$ cat src/rtl/joypad_serial_poller_if.sv
// ---------------------------------------------------------------------------
// joypad_serial_poller_if
// Bundles the pad-side serial lines and the host-side button outputs of the
// joypad poller.
//   poll_en     : host -> poller, enables frame starts on the poll tick
//   pad_data    : pad  -> poller, serial button data, active-low
//   pad_latch   : poller -> pad, latch strobe, active-high
//   pad_clk     : poller -> pad, shift clock, idles high
//   buttons     : poller -> host, button vector, active-low
//   frame_valid : poller -> host, one-cycle pulse on buttons update
//   joy_irq     : poller -> host, one-cycle pulse on any press edge
// Modports: slave = the poller, master = the surrounding environment.
// ---------------------------------------------------------------------------
interface joypad_serial_poller_if;
    logic       poll_en;
    logic       pad_data;
    logic       pad_latch;
    logic       pad_clk;
    logic [7:0] buttons;
    logic       frame_valid;
    logic       joy_irq;

    modport master (
        output poll_en, pad_data,
        input  pad_latch, pad_clk, buttons, frame_valid, joy_irq
    );

    modport slave (
        input  poll_en, pad_data,
        output pad_latch, pad_clk, buttons, frame_valid, joy_irq
    );
endinterface

$ cat src/rtl/joypad_serial_poller.sv
// ---------------------------------------------------------------------------
// joypad_serial_poller
// Polls an NES-style serial gamepad (latch / clock / data) at a fixed rate
// and rebuilds the 8-bit active-low button vector used by the FF00 joypad
// register: buttons[3:0] = right, left, up, down; buttons[7:4] = a, b,
// select, start. Raises a one-cycle joy_irq when any button becomes pressed.
//
// Ports:
//   clk   : system clock
//   rst_n : asynchronous active-low reset
//   bus   : joypad_serial_poller_if.slave (poll_en, pad_data in; pad_latch,
//           pad_clk, buttons, frame_valid, joy_irq out)
//
// Optional build macro JOYPAD_DEBOUNCE_EN: buttons/joy_irq only follow a raw
// frame that matches the previous raw frame; frame_valid still pulses on
// every frame.
// ---------------------------------------------------------------------------
module joypad_serial_poller #(
    parameter int unsigned LATCH_CYCLES = 1200,
    parameter int unsigned HALF_CYCLES  = 600,
    parameter int unsigned POLL_CYCLES  = 1666667
) (
    input  logic                   clk,
    input  logic                   rst_n,
    joypad_serial_poller_if.slave  bus
);

    localparam int unsigned CMAX = (LATCH_CYCLES > HALF_CYCLES) ? LATCH_CYCLES : HALF_CYCLES;
    localparam int unsigned CW   = $clog2(CMAX + 1);
    localparam int unsigned PW   = $clog2(POLL_CYCLES + 1);

    localparam logic [CW-1:0] LATCH_LAST = CW'(LATCH_CYCLES - 1);
    localparam logic [CW-1:0] HALF_LAST  = CW'(HALF_CYCLES - 1);
    localparam logic [PW-1:0] POLL_LAST  = PW'(POLL_CYCLES - 1);

    typedef enum logic [2:0] {
        S_IDLE,
        S_LATCH,
        S_SETTLE,
        S_SAMPLE,
        S_CLK_LO,
        S_CLK_HI,
        S_UPDATE
    } state_t;

    state_t        state;
    state_t        state_nx;

    logic [1:0]    pad_sync;
    logic [PW-1:0] poll_cnt;
    logic          tick;
    logic          tick_pending;
    logic          start_ok;
    logic [CW-1:0] cnt;
    logic [2:0]    bit_idx;
    logic [7:0]    shift;
    logic [7:0]    frame_new;
    logic          pad_latch_q;
    logic          pad_clk_q;
    logic [7:0]    buttons_q;
    logic          frame_valid_q;
    logic          joy_irq_q;
`ifdef JOYPAD_DEBOUNCE_EN
    logic [7:0]    prev_raw;
`endif

    // Tick marks the cycle whose edge wraps the poll counter back to 0.
    assign tick     = (poll_cnt == POLL_LAST);
    assign start_ok = bus.poll_en && (tick || tick_pending);

    // Serial order A,B,Select,Start,Up,Down,Left,Right -> buttons bit order.
    assign frame_new = {shift[3], shift[2], shift[1], shift[0],
                        shift[5], shift[4], shift[6], shift[7]};

    assign bus.pad_latch   = pad_latch_q;
    assign bus.pad_clk     = pad_clk_q;
    assign bus.buttons     = buttons_q;
    assign bus.frame_valid = frame_valid_q;
    assign bus.joy_irq     = joy_irq_q;

    always_ff @(posedge clk or negedge rst_n) begin
        if (!rst_n) begin
            state <= S_IDLE;
        end else begin
            state <= state_nx;
        end
    end

    always_comb begin
        state_nx = state;
        unique case (state)
            S_IDLE:   if (start_ok) state_nx = S_LATCH;
            S_LATCH:  if (cnt == LATCH_LAST) state_nx = S_SETTLE;
            S_SETTLE: if (cnt == HALF_LAST) state_nx = S_SAMPLE;
            S_SAMPLE: state_nx = (bit_idx == 3'd7) ? S_UPDATE : S_CLK_LO;
            S_CLK_LO: if (cnt == HALF_LAST) state_nx = S_CLK_HI;
            S_CLK_HI: if (cnt == HALF_LAST) state_nx = S_SAMPLE;
            S_UPDATE: state_nx = start_ok ? S_LATCH : S_IDLE;
            default:  state_nx = S_IDLE;
        endcase
    end

    always_ff @(posedge clk or negedge rst_n) begin
        if (!rst_n) begin
            pad_sync      <= 2'b11;
            poll_cnt      <= '0;
            tick_pending  <= 1'b0;
            cnt           <= '0;
            bit_idx       <= '0;
            shift         <= '1;
            pad_latch_q   <= 1'b0;
            pad_clk_q     <= 1'b1;
            buttons_q     <= '1;
            frame_valid_q <= 1'b0;
            joy_irq_q     <= 1'b0;
`ifdef JOYPAD_DEBOUNCE_EN
            prev_raw      <= '1;
`endif
        end else begin
            pad_sync <= {pad_sync[0], bus.pad_data};
            poll_cnt <= tick ? '0 : poll_cnt + PW'(1);

            // Pad lines are registered from the next state so they line up
            // with the state register and never glitch.
            pad_latch_q <= (state_nx == S_LATCH);
            pad_clk_q   <= (state_nx != S_CLK_LO);

            cnt <= (state_nx != state) ? '0 : cnt + CW'(1);

            if (state != S_LATCH && state_nx == S_LATCH) begin
                tick_pending <= 1'b0;
            end else if (tick && state != S_IDLE) begin
                tick_pending <= 1'b1;
            end else if (state == S_IDLE && !bus.poll_en) begin
                tick_pending <= 1'b0;
            end

            if (state == S_LATCH) begin
                bit_idx <= '0;
            end else if (state == S_CLK_HI && state_nx == S_SAMPLE) begin
                bit_idx <= bit_idx + 3'd1;
            end

            if (state == S_SAMPLE) begin
                shift[bit_idx] <= pad_sync[1];
            end

            frame_valid_q <= 1'b0;
            joy_irq_q     <= 1'b0;
            if (state == S_UPDATE) begin
                frame_valid_q <= 1'b1;
`ifdef JOYPAD_DEBOUNCE_EN
                prev_raw <= frame_new;
                if (frame_new == prev_raw) begin
                    buttons_q <= frame_new;
                    joy_irq_q <= |(buttons_q & ~frame_new);
                end
`else
                buttons_q <= frame_new;
                joy_irq_q <= |(buttons_q & ~frame_new);
`endif
            end
        end
    end

endmodule

$ cat src/flat_wrapper.sv
// flat-port wrapper written by rule: the top's interface ports become plain ports
module joypad_serial_poller_flat 
#(
    parameter int unsigned LATCH_CYCLES = 1200,
    parameter int unsigned HALF_CYCLES  = 600,
    parameter int unsigned POLL_CYCLES  = 1666667
)
  (clk, rst_n, bus_poll_en, bus_pad_data, bus_pad_latch, bus_pad_clk, bus_buttons, bus_frame_valid, bus_joy_irq);
  joypad_serial_poller_if bus_i ();
  input  logic clk;
  input  logic rst_n;
  input wire logic [$bits(bus_i.poll_en)-1:0] bus_poll_en;
  input wire logic [$bits(bus_i.pad_data)-1:0] bus_pad_data;
  output wire logic [$bits(bus_i.pad_latch)-1:0] bus_pad_latch;
  output wire logic [$bits(bus_i.pad_clk)-1:0] bus_pad_clk;
  output wire logic [$bits(bus_i.buttons)-1:0] bus_buttons;
  output wire logic [$bits(bus_i.frame_valid)-1:0] bus_frame_valid;
  output wire logic [$bits(bus_i.joy_irq)-1:0] bus_joy_irq;
  assign bus_i.poll_en = bus_poll_en;
  assign bus_i.pad_data = bus_pad_data;
  assign bus_pad_latch = bus_i.pad_latch;
  assign bus_pad_clk = bus_i.pad_clk;
  assign bus_buttons = bus_i.buttons;
  assign bus_frame_valid = bus_i.frame_valid;
  assign bus_joy_irq = bus_i.joy_irq;
  joypad_serial_poller #(.LATCH_CYCLES(LATCH_CYCLES), .HALF_CYCLES(HALF_CYCLES), .POLL_CYCLES(POLL_CYCLES)) u_core (.clk(clk), .rst_n(rst_n), .bus(bus_i));
endmodule
$ cat config.mk
export PLATFORM = sky130hd
export DESIGN_NAME = joypad_serial_poller_flat
export DESIGN_NICKNAME = d
export VERILOG_FILES = /design/src/rtl/joypad_serial_poller_if.sv /design/src/rtl/joypad_serial_poller.sv /design/src/flat_wrapper.sv
export SDC_FILE = /design/constraint.sdc
export NUM_CORES = 1
export LEC_CHECK = 0
export BUFFER_PORTS_ARGS = -buffer_cell sky130_fd_sc_hd__buf_2
export CAP_MARGIN = 20
export CORE_MARGIN = 8
export CORE_UTILIZATION = 60
export DETAILED_ROUTE_END_ITERATION = 12
export PLACE_DENSITY = 0.79
export SETUP_SLACK_MARGIN = 0.3
export SKIP_LAST_GASP = 1
export SYNTH_ARGS = -nofsm -noshare
export SYNTH_HDL_FRONTEND = slang
export SYNTH_SLANG_ARGS = --single-unit
$ cat constraint.sdc
create_clock -name clk -period 2.2 [get_ports clk]
set_input_delay 0.33 -clock clk [delete_from_list [all_inputs] [get_ports clk]]
set_output_delay 0.33 -clock clk [all_outputs]
set_load 0.01 [all_outputs]
==> summary.md, run 1 <==
| Metric | Value |
|---|---|
| Status | complete, no violations |
| Fin crit period | 1890 ps |
| Final design instance area without fill | 0.00347 mm2 |
| Port Buffer Count | 15 |
| Area leader, netlist | dfrtp_1 |
| M1 GR Usage | 19.8% |
| Synth top area share | 36.4% |
| Initial antenna violation count | 0 |
| Initial Util | 61.5% |
| Setup crit start kind | flop |
| Post-synth ARST share | 100% |
| TritonCTS clock tree | yes |
| Synth cell types | 44 |
| Synthesized area per cell | 10.5 um2 |
| Switching fraction of total power | 20.9% |
| Pre-antenna DRT Iters | 5 |
| Antenna diode count | 0 |
| Via count | 2190 |
| Met3 GRT Util | 4.15% |
| Remaining global-route overflow | 0 |
| Psw | 0.000462 W |
| Number of synthesized flops with an enable pin | 0 |
| Critical path class | flop to flop |
| Final setup viols | 0 |
| Residual DRC | 0 |
| Hold WC Path Type | input port to flop |
| F_max | 528 MHz |
| TritonCTS Buffers | 9 |
| Cell count after placement | 344 |
| Pint | 0.00175 W |
| First-pass GRT wire length | 9.86 mm |
| Final hold vios | 0 |
| Vias in the first global route | 2173 |
| Tot Pwr | 0.00222 W |
| Drt total wl | 6.06 mm |
| Avg Vias per Cell | 5.89 |
| I/O Pins | 16 |
| Layout Cells excl Fill | 372 |
| Fin crit share | 86.1% |
| Htree depth | 3 |
| GRT busiest layer | met2 |
| Power Dens Cells | 638 mW/mm2 |
| RePlAce Congestion | 0.849 |
| First DRT Iteration DRCs | 163 |
| Skew-Pair Late Insertion Delay | 340 ps |
| Worst Tran Pin Value | 418 ps |
| Slew Viols, Final | 0 |
| Sequential fraction of the synthesis area | 53.7% |
| Worst Clk Skew | 9.45 ps |
| Synth Flop Type | dfrtp_1 |
| Met2 Track Usage GR | 27.8% |
| Setup TNS | 0 ps |
| Total GRT Usage | 17.2% |
| Cell Area, Synth | 0.00289 mm2 |
| Pin count of the biggest net entering global routing | 62 |
| Clk buf depth | 2 |
| Flops & latches, synth | 61 |
| Share of cells above drive strength 1 | 29.2% |
| Die Span X | 85.3 um |
| P&R area growth vs syn | 20.3% |
| Worst-path clk slew | 70 ps |
| Cells taking the most area after synthesis | dfrtp_1, dfstp_2, xnor2_1, nor2_1, nand3_1 |
| Num Clock Sinks | 61 |
| HPWL after detailed placement | 3.86 mm |
| Post-Synthesis Cells | 274 |
| Die outline area | 0.00728 mm2 |
| # nets final | 322 |
| Crit Path Max Fanout | 4 |
| Ys Warns | 0 |
| Max cap viols | 0 |
| Net count of the mapped netlist | 283 |
| Slew HR | 72.0% |
| Hold path depth | 1 |
| Worst EP required | 2460 ps |
| Root Buffer | clkbuf_8 |
| Core area | 0.00469 mm2 |
| Worst Reg2Reg Path Length in Cells | 5 |
| CP Capture Type | flop |
| DR WL/cell | 16.3 um |
| Arr. time, crit path | 2150 ps |
| Post-DRT Antenna Nets | 0 |
| Clock power share | 47.8% |
| Pleak | 1.57 nW |
| Filler instances | 303 |
| Dpl cell area | 0.00307 mm2 |
| Combinational power share | 1.3% |
| Flop pwr share | 50.9% |
| Max VDD drop | 305 uV |
| Row count | 25 |
| RSZ-0062 raised after global routing | yes |
| Die Y | 85.3 um |
-- sequential cells by signal, indices dropped and copies added (netlist names), 2 cells and up --
register / count
u_core.bit_idx: 3
u_core.bus.buttons: 8
u_core.cnt: 11
u_core.pad_sync: 2
u_core.poll_cnt: 21
u_core.shift: 8
u_core.state: 3
-- power groups by stage --
stage                     Sequential [W]  Combinational, W  Clock, W
after global placement           0.00115         0.0000290         0
after detailed placement         0.00115         0.0000292         0
after CTS                        0.00113         0.0000308   0.00108
final                            0.00113         0.0000288   0.00106
after floorplan                  0.00115       0.000000386         0
after global routing             0.00113         0.0000336   0.00112
-- layout make-up --
type / count / area [um2] / share of cell area (%)
clock inverter: 5 / 56.3 / 1.62
clock buffer: 11 / 163 / 4.69
timing repair buffer: 34 / 236 / 6.81
multi-input combinational: 193 / 1340 / 38.7
sequential: 61 / 1550 / 44.7
tap: 54 / 67.6 / 1.95
inverter: 14 / 52.6 / 1.51
-- worst paths after layout --
path	start	end	slack [ps]
max	u_core.state[2]$_DFF_PN0_	u_core.bus.pad_clk$_DFF_PN1_	310
min	bus_pad_data	u_core.pad_sync[0]$_DFF_PN1_	90
max reg2reg	u_core.state[2]$_DFF_PN0_	u_core.bus.pad_clk$_DFF_PN1_	310
min reg2reg	u_core.pad_sync[0]$_DFF_PN1_	u_core.pad_sync[1]$_DFF_PN1_	360
max in group asynchronous	rst_n	u_core.shift[4]$_DFFE_PN1P_	1380
min in group asynchronous	rst_n	u_core.poll_cnt[13]$_DFF_PN0_	530
-- placed cells by master, fill, tap and decap left out, types with 7 or more instances in the layout --
cell type	n
nand2b_1	7
dfstp_2	19
nand2_1	19
xnor2_1	14
dfrtp_1	40
inv_1	13
mux2_2	9
buf_4	16
nor2_1	30
clkbuf_8	10
xor2_1	10
buf_2	15
o21ai_0	12
nand3_1	20
-- cell usage after synthesis, drive strengths merged, types with 2 or more instances --
library cell  count
a21o              2
a21oi             3
a22o              5
and3              5
and4              2
buf               2
clkbuf            4
dfrtp            42
dfstp            19
ha                5
inv              13
mux2              9
mux2i             2
nand2            19
nand2b            7
nand3            23
nand3b            3
nand4             5
nand4b            2
nor2             32
nor2b             3
nor3              4
nor3b             3
nor4              6
o21ai            12
o22a              2
o22ai             4
xnor2            14
xor2             10
-- metal layers --
metal	wire length (um)	up-vias
met5	0	-
met4	231	0
met3	272	27
met2	2970	61
met1	2590	1068
li1	-	1034
-- what timing repair did --
action | 4_1_cts | 5_1_grt
endpoints found under the setup margin | 29 | 22
resized for setup | 8 | 12
hold buffers | 1 | 0
pin swaps | 2 | 6
cloned | 0 | 0
hold endpoints to repair | 22 | 0
buffers inserted | 4 | 7
-- critical path, cell delays in order, from the launching register on --
cell and delay [ps]:
dfrtp_2 440, or4_4 550, nor4_4 200, o22a_2 190, nand3_2 70, or3b_1 370
-- cells by family (layout without fill, tap and decap cells) --
family	count (synthesis)	in the layout	synth area share [%]
mux	11	11	4.21
simple gates	121	121	22.5
flops	61	61	53.7
xor+xnor	24	24	7.29
buf+inv	20	64	2.69
compound gates	32	32	7.42
fa+ha+maj	5	5	2.17
-- through the flow --
step                      hold slack [ps]  worst slack (ps)  util, %
after floorplan                      34.4               408        -
after global placement                346               148     65.4
after detailed placement              347              88.2     65.4
after CTS                            78.6               286     71.4
after global routing                 83.4               226     74.0
final                                94.6               306     74.0
No activity file was read; power rests on OpenSTA's default activity.
==> run 2: changes to the inputs <==
clock period = 2.1 ns   (was 2.2 ns; I/O delays follow)
==> summary.md, run 2 (same netlist as run 1, synthesis figures left out) <==
| Metric | Value |
|---|---|
| PnR worst setup slack | 169 ps |
| First DRT Iteration DRCs | 151 |
| Fin crit share | 92.0% |
| Worst Tran Pin Value | 396 ps |
| Pin count of the biggest net entering global routing | 24 |
| Clk buf depth | 2 |
| Worst EP required | 2360 ps |
| Port Buffer Count | 15 |
| Slew HR | 73.6% |
| Worst Clk Skew | 7.60 ps |
| Top flop regs | u_core.poll_cnt: 21 flops, u_core.cnt: 11 flops |
| TritonCTS Buffers | 9 |
| Top reg by flops | u_core.poll_cnt |
| Die Y | 85.3 um |
| Hold WC Path Type | input port to flop |
| Crit Path Max Fanout | 3 |
| Post-DRT Antenna Nets | 0 |
| Status | complete, no violations |
| Final setup viols | 0 |
| Commonest non-fill, non-tap cell in the layout | dfrtp_1 |
| Setup crit start kind | flop |
| HPWL after detailed placement | 3.74 mm |
| F_max | 518 MHz |
| Final hold slack | 72.1 ps |
| Via count | 2139 |
| Skew-Pair Late Insertion Delay | 340 ps |
| Place WS | 124 ps |
| Most frequent cells in the layout | dfrtp_1, nor2_1, nand2_1, dfstp_2, nand3_1 |
| Core area | 0.00469 mm2 |
| First-pass GRT wire length | 9.60 mm |
| Layout Cells excl Fill | 367 |
| Initial Util | 61.5% |
| Avg Vias per Cell | 5.83 |
| Worst-path clk slew | 70 ps |
| Max reg flops | 21 |
| Die Span X | 85.3 um |
| Max cap viols | 0 |
| Antenna diode count | 0 |
| Die outline area | 0.00728 mm2 |
| Residual DRC | 0 |
| Total GRT Usage | 17.0% |
| Power Dens Cells | 642 mW/mm2 |
| Root Buffer | clkbuf_8 |
| Drt total wl | 5.67 mm |
| Met2 Track Usage GR | 27.3% |
| GRT busiest layer | met2 |
| Met3 GRT Util | 4.92% |
| RePlAce Congestion | 0.848 |
| Max VDD drop | 435 uV |
| Htree depth | 3 |
| # nets final | 317 |
| P&R area growth vs syn | 17.9% |
| Cell count after placement | 345 |
| Arr. time, crit path | 2190 ps |
| CP Capture Type | flop |
| RSZ-0062 raised after global routing | yes |
| Remaining global-route overflow | 0 |
| Tot Pwr | 0.00218 W |
| Initial antenna violation count | 0 |
| Final hold vios | 0 |
| Filler instances | 311 |
| M1 GR Usage | 20.0% |
| Num Clock Sinks | 61 |
| Critical path class | flop to flop |
| Slew Viols, Final | 0 |
| TritonCTS clock tree | yes |
| DR WL/cell | 15.4 um |
| Row count | 25 |
| Vias in the first global route | 2050 |
| Fin crit period | 1930 ps |
| Pre-antenna DRT Iters | 4 |
| Setup TNS | 0 ps |
| Share of cells above drive strength 1 | 29.4% |
| Pleak | 1.54 nW |
| I/O Pins | 16 |
-- run 2: final timing paths --
path	start	to	slack, ps	depth (start not counted)
min reg2reg	u_core.pad_sync[0]$_DFF_PN1_	u_core.pad_sync[1]$_DFF_PN1_	360	0
max	u_core.state[2]$_DFF_PN0_	u_core.bus.pad_clk$_DFF_PN1_	170	5
min	bus_pad_data	u_core.pad_sync[0]$_DFF_PN1_	70	1
max in group asynchronous	rst_n	u_core.shift[2]$_DFFE_PN1P_	960	3
max reg2reg	u_core.state[2]$_DFF_PN0_	u_core.bus.pad_clk$_DFF_PN1_	170	5
min in group asynchronous	rst_n	u_core.poll_cnt[10]$_DFF_PN0_	440	2
-- run 2: stage by stage --
step                      instance area (um2)  utilization, %
after floorplan                          2890               -
after global placement                   3060            65.3
after detailed placement                 3060            65.3
after CTS                                3320            70.8
after global routing                     3400            72.5
final                                    3400            72.5
-- run 2: timing repair --
action / CTS / global route
endpoints found under the hold margin: 13 / 0
endpoints found under the setup margin: 32 / 40
setup buffers: 4 / 1
resized for setup: 10 / 16
hold buffers: 1 / 0
pin swaps: 1 / 6
-- run 2: area by class of cell --
cell class                 instances  area (um2)  share of cell area, %
multi-input combinational        193        1370                   40.1
clock inverter                     3        40.0                   1.18
inverter                          14        52.6                   1.55
tap                               54        67.6                   1.99
timing repair buffer              29         183                   5.37
sequential                        61        1550                   45.7
clock buffer                      13         139                   4.08
-- run 2: power by group --
group / total [W] / internal, W / switching (W)
registers: 0.00118 / 0.00118 / 0.00000228
clock network: 0.000970 / 0.000545 / 0.000424
logic: 0.0000291 / 0.00000609 / 0.0000230
total: 0.00218 / 0.00173 / 0.000450
-- run 2: critical path, stage by stage, from the launching register on --
cell	delay, ps
dfrtp_2	430
or4_4	560
nor4_4	200
o22a_2	190
nand3_2	80
or3b_1	380
-- run 2: layer usage --
metal / vias to the layer above / part of all wire (%)
met2: 50 / 49
li1: 1025 / -
met5: - / 0
met4: 0 / 2.3
met1: 1048 / 45
met3: 16 / 3.8
